File: src/rtl/div_unit.sv
// Iterative 32-bit signed/unsigned divider: one restoring shift-subtract step per clock,
// followed by a sign-fixup cycle and a one-cycle done pulse.
module div_unit (
  input  logic        div_clk,
  input  logic        div_rst_n,
  input  logic        div_start,
  input  logic        div_signed,
  input  logic        div_cancel,
  input  logic [31:0] dividend,
  input  logic [31:0] divisor,
  output logic        busy,
  output logic        done,
  output logic [31:0] quotient,
  output logic [31:0] remainder,
  output logic        div_by_zero
);

  localparam logic [1:0] ST_IDLE = 2'd0;
  localparam logic [1:0] ST_RUN  = 2'd1;
  localparam logic [1:0] ST_FIX  = 2'd2;
  localparam logic [1:0] ST_DONE = 2'd3;

  logic [1:0]  state;
  logic [5:0]  count;
  logic        mode_signed;
  logic        neg_a;
  logic        neg_b;
  logic [31:0] dvsr;
  logic [31:0] quo;
  logic [31:0] rem;

  logic [31:0] a_mag;
  logic [31:0] b_mag;
  logic [32:0] shifted;
  logic [32:0] diff;
  logic [31:0] q_fixed;
  logic [31:0] r_fixed;
  logic [31:0] r_zero;

  // quo starts as |dividend| and fills with quotient bits as the dividend shifts out.
  always_comb begin
    a_mag   = (div_signed && dividend[31]) ? -dividend : dividend;
    b_mag   = (div_signed && divisor[31])  ? -divisor  : divisor;
    shifted = {rem, quo[31]};
    diff    = shifted - {1'b0, dvsr};
    q_fixed = (mode_signed && (neg_a ^ neg_b)) ? -quo : quo;
    r_fixed = (mode_signed && neg_a) ? -rem : rem;
    // Re-applying the sign to |dividend| restores the original dividend bit pattern.
    r_zero  = (mode_signed && neg_a) ? -quo : quo;
  end

  assign busy = (state != ST_IDLE);
  assign done = (state == ST_DONE);

  // NOTE: sequential state uses non-blocking assignments so every register samples
  // pre-edge values; the async reset clears all state, including the working registers.
  always_ff @(posedge div_clk or negedge div_rst_n) begin
    if (!div_rst_n) begin
      state       <= ST_IDLE;
      count       <= 6'd0;
      mode_signed <= 1'b0;
      neg_a       <= 1'b0;
      neg_b       <= 1'b0;
      dvsr        <= 32'd0;
      quo         <= 32'd0;
      rem         <= 32'd0;
      quotient    <= 32'd0;
      remainder   <= 32'd0;
      div_by_zero <= 1'b0;
    end else begin
      case (state)
        ST_IDLE: begin
          if (div_start && !div_cancel) begin
            state       <= ST_RUN;
            mode_signed <= div_signed;
            neg_a       <= div_signed & dividend[31];
            neg_b       <= div_signed & divisor[31];
            quo         <= a_mag;
            dvsr        <= b_mag;
            rem         <= 32'd0;
            count       <= 6'd0;
            div_by_zero <= 1'b0;
          end
        end
        ST_RUN: begin
          if (div_cancel) begin
            state <= ST_IDLE;
          end else if (dvsr == 32'd0) begin
            state       <= ST_DONE;
            quotient    <= 32'hFFFF_FFFF;
            remainder   <= r_zero;
            div_by_zero <= 1'b1;
          end else begin
            // A clear borrow bit means the shifted remainder covers the divisor.
            if (!diff[32]) begin
              rem <= diff[31:0];
              quo <= {quo[30:0], 1'b1};
            end else begin
              rem <= shifted[31:0];
              quo <= {quo[30:0], 1'b0};
            end
            count <= count + 6'd1;
            if (count == 6'd31) state <= ST_FIX;
          end
        end
        ST_FIX: begin
          if (div_cancel) begin
            state <= ST_IDLE;
          end else begin
            quotient  <= q_fixed;
            remainder <= r_fixed;
            state     <= ST_DONE;
          end
        end
        ST_DONE: state <= ST_IDLE;
        default: state <= ST_IDLE;
      endcase
    end
  end

endmodule

File: config.mk
export PLATFORM = sky130hd
export DESIGN_NAME = div_unit
export DESIGN_NICKNAME = d
export VERILOG_FILES = /design/src/rtl/div_unit.sv
export SDC_FILE = /design/constraint.sdc
export NUM_CORES = 1
export LEC_CHECK = 0
export ABC_AREA = 1
export CORE_MARGIN = 5
export CORE_UTILIZATION = 55
export DETAILED_ROUTE_END_ITERATION = 10
export PLACE_DENSITY = 0.84
export SLEW_MARGIN = 20
export SYNTH_ARGS = -nofsm -noshare
export SYNTH_HDL_FRONTEND = slang
export SYNTH_SLANG_ARGS = --single-unit
File: constraint.sdc
create_clock -name div_clk -period 2.8 [get_ports div_clk]
set_clock_uncertainty 0.2 [all_clocks]
set_input_delay 0.84 -clock div_clk [delete_from_list [all_inputs] [get_ports div_clk]]
set_output_delay 0.84 -clock div_clk [all_outputs]
set_load 0.01 [all_outputs]
==> metrics.csv <==
stage,metric,value,unit
detailed_routing,Starting DRT DRC Count,2219,
logic_synthesis,sequential area share after synthesis,30.0,%
sta,fin crit share,96.5,%
die,Die Y,171,um
cts,TritonCTS buffer count,17,
logic_synthesis,Post-Syn Nets,2422,
cts,maximum clock path buffer count,2,
place,placed cell area,17100,um^2
die,core area,25800,um^2
detailed_routing,Post-Route WL,51700,um
logic_synthesis,ys flop type,dfrtp_1,
cts,clk slew on worst S/H paths,0.07,ns
worst_setup_path,WS Path Type,flip-flop to flip-flop,
die,chip width,171,um
sta,crit path time final,2.70,ns
grt,global-route wire length before repair,80200,um
finish,most frequent cells in the layout,"nand2_1 (698), inv_1 (322), nor2_1 (257), nand3_1 (241), dfrtp_1 (172)",
grt,met3 usage,6.41,%
logic_synthesis,number of synthesized flops with an enable pin,0,
logic_synthesis,Yosys warning count,0,
worst_setup_path,"Critical Path, Cell by Cell",inv_1 > ha_2 > fa_2 > inv_1 > nand2_1 > nand2_2 > nand3_1 > nand2_2 > nand2_2 > nand2_2 > nand2_4 > nand3_2 > buf_12 > buf_4 > nand3_1 > nand3_1 > nand2_1,
cts,TritonCTS clock tree,done,
detailed_routing,DR WL/cell,17.7,um
power_and_ir_drop,Pwr Density,1180,nW/um^2
die,initial core utilization,55.4,%
cts,later-pin clock latency in the skew report,0.45,ns
grt,initial antenna violation count,0,
logic_synthesis,Post-Synthesis Cell Area,14300,um^2
worst_setup_path,largest fanout on the critical path,5,
detailed_routing,Vias/cell,5.75,
finish,Antenna Cells,0,
grt,largest net degree at the start of global routing,52,
die,cell row count,59,
grt,met1 usage,49.9,%
die,Die ar.,29400,um^2
sta,slew margin rel.,59.1,%
finish,cell area after layout,17800,um^2
sta,FMAX,0.370,GHz
finish,"leading cell type in the layout, fill and taps excluded",nand2_1,
cts,"Hold-fix buffers, CTS",0,
hold_path,worst hold path class,input pin to async pin,
sta,Final Hold Viols,0,
grt,GR peak layer,met2,
worst_setup_path,Top delay family on crit path,simple AND/OR/NAND/NOR gates,
logic_synthesis,Mapped Cells,2315,
logic_synthesis,asr flop ratio synth,100,%
detailed_routing,Vias,16800,
place,dpl hpwl,40700,um
logic_synthesis,post-synth cell types,49,
worst_setup_path,"Top cell by count, worst path",nand2_2,
cts,htree depth,4,
power_and_ir_drop,Final Power,20.9,mW
power_and_ir_drop,Static Leak,9.04,nW
place,IO Port Bufs,135,
detailed_routing,drt pass-1 iters,6,
worst_setup_path,CP max-delay cell,fa_2,
detailed_routing,Final ANT Viol Nets,0,
worst_setup_path,crit path DAT,2.84,ns
cts,CTS sink cnt,172,
grt,gr usage total,34.5,%
worst_setup_path,Setup crit start kind,flip-flop,
logic_synthesis,post-synthesis register bit count,172,
sta,max-slew violations,0,
sta,setup_tns,0,ns
worst_setup_path,Worst Path Buf+Inv,4,
finish,P&R area growth vs syn,24.4,%
sta,worst-margin pin slew,0.606,ns
worst_setup_path,Required @ worst endpoint,2.94,ns
sta,worst hold slack,0.115,ns
cts,Root Buffer,clkbuf_16,
finish,fin nets,2673,
worst_setup_path,Crit. End Element,flip-flop,
detailed_routing,DRC errors left,0,
logic_synthesis,Syn Area/Cell,6.19,um^2
place,routability congestion estimate,0.989,
power_and_ir_drop,peak supply drop,0.635,mV
grt,met2 usage,52.4,%
sta,setup violators final,0,
finish,layout cells sized above 1,10.6,%
flow_run,max cap viols,0,
grt,gr ovfl total,0,
die,Ports,136,
grt,vias in the first global route,15500,
outcome,status,finished clean,
worst_setup_path,"slowest stage delay, CP",0.37,ns
[where the power goes]
group          internal, mW  leakage, nW  switching [mW]
sequential             3.58         2.12            1.07
combinational          5.18         6.63            8.63
clock                  1.28        0.287            1.20
[path summary, 6_finish.rpt]
| path | start | to | slack (ns) | depth (start not counted) |
|---|---|---|---|---|
| worst min-delay path | div_rst_n | dvsr[23] | 0.11 | 1 |
| max in group asynchronous | div_rst_n | rem[11] | 1.63 | 2 |
| worst max register to register | quo[31] | rem[12] | 0.1 | 17 |
| worst min register to register | remainder[2] | remainder[2] | 0.28 | 2 |
| min in group div_clk | remainder[2] | remainder[2] | 0.28 | 2 |
| worst max-delay path | quo[31] | rem[12] | 0.1 | 17 |
[state kept, by name (all words and copies together) (netlist names)]
name / count
rem: 32
quotient: 32
div_by_zero: 1
neg_a: 1
remainder: 32
mode_signed: 1
dvsr: 32
neg_b: 1
quo: 32
state: 2
count: 6
[layer usage]
metal  up-vias  share of wire (%)
met5         -               0.15
met4         2                3.2
met3       128                 12
met2      1019                 43
met1      7684                 42
li1       7935                  -
[cells in the mapped netlist (3+ instances only)]
master | instances | area (um^2)
a21o_1 | 3 | 22.5
a21oi_1 | 80 | 400
a31oi_1 | 20 | 125
and2_1 | 4 | 25.0
and3_1 | 3 | 18.8
buf_1 | 4 | 15.0
buf_2 | 22 | 110
buf_4 | 4 | 30.0
buf_6 | 3 | 33.8
clkbuf_1 | 40 | 150
clkinv_1 | 4 | 15.0
dfrtp_1 | 172 | 4300
ha_1 | 37 | 463
inv_1 | 322 | 1210
inv_2 | 9 | 33.8
nand2_1 | 701 | 2630
nand2_2 | 21 | 131
nand2_4 | 5 | 56.3
nand3_1 | 242 | 1210
nand3_2 | 4 | 40.0
nand3b_1 | 15 | 113
nand4_1 | 37 | 231
nor2_1 | 259 | 972
nor2_2 | 8 | 50.1
nor3_1 | 21 | 105
nor4_1 | 3 | 18.8
o211ai_1 | 22 | 165
o21ai_0 | 132 | 661
o21ai_1 | 8 | 40.0
o21bai_1 | 11 | 82.6
o221ai_1 | 11 | 96.3
o22ai_1 | 15 | 93.8
o31ai_1 | 3 | 22.5
or2_2 | 4 | 25.0
xnor2_1 | 14 | 123
xor2_1 | 36 | 315
[metrics by stage]
step	worst slack, ns	std cells	utilization [%]
2_1_floorplan	0.355	2315	-
3_3_place_gp	-0.131	2880	66.4
3_5_place_dp	-0.218	2880	66.4
4_1_cts	0.0139	2912	68.8
5_1_grt	-0.0442	2914	68.9
6_report	0.0984	2914	68.9
[worst reg2reg max path: stages (launching register included)]
cell	delay [ns]
dfrtp_1	0.36
inv_1	0.08
ha_2	0.20
fa_2	0.37
inv_1	0.12
nand2_1	0.10
nand2_2	0.11
nand3_1	0.09
nand2_2	0.12
nand2_2	0.07
nand2_2	0.08
nand2_4	0.08
nand3_2	0.14
buf_12	0.13
buf_4	0.11
nand3_1	0.10
nand3_1	0.10
nand2_1	0.05
[repair_timing]
item | in CTS | in global routing
gates cloned | 0 | 1
setup endpoints to repair | 7 | 36
resized for setup | 3 | 10
setup buffers | 0 | 1
pin swaps | 0 | 1
[cell families after synthesis]
logic type               Yosys count  synth area share [%]
AND/OR/NAND/NOR                 1336                  39.9
buffers and inverters            409                  11.3
AO/OA/AOI/OAI                    310                  12.3
flip-flops                       172                  30.0
XOR/XNOR                          50                  3.06
adder cells (fa/ha/maj)           38                  3.37
[area by class of cell]
class,count,area [um^2]
Sequential cell,172,4300
Tap cell,335,419
Timing Repair Buffer,305,2770
Inverter,335,1260
Multi-Input combinational cell,1735,8460
Clock buffer,17,425
Fill cell,2325,8020
Clock inverter,15,175
(Power assumes the default switching activity.)
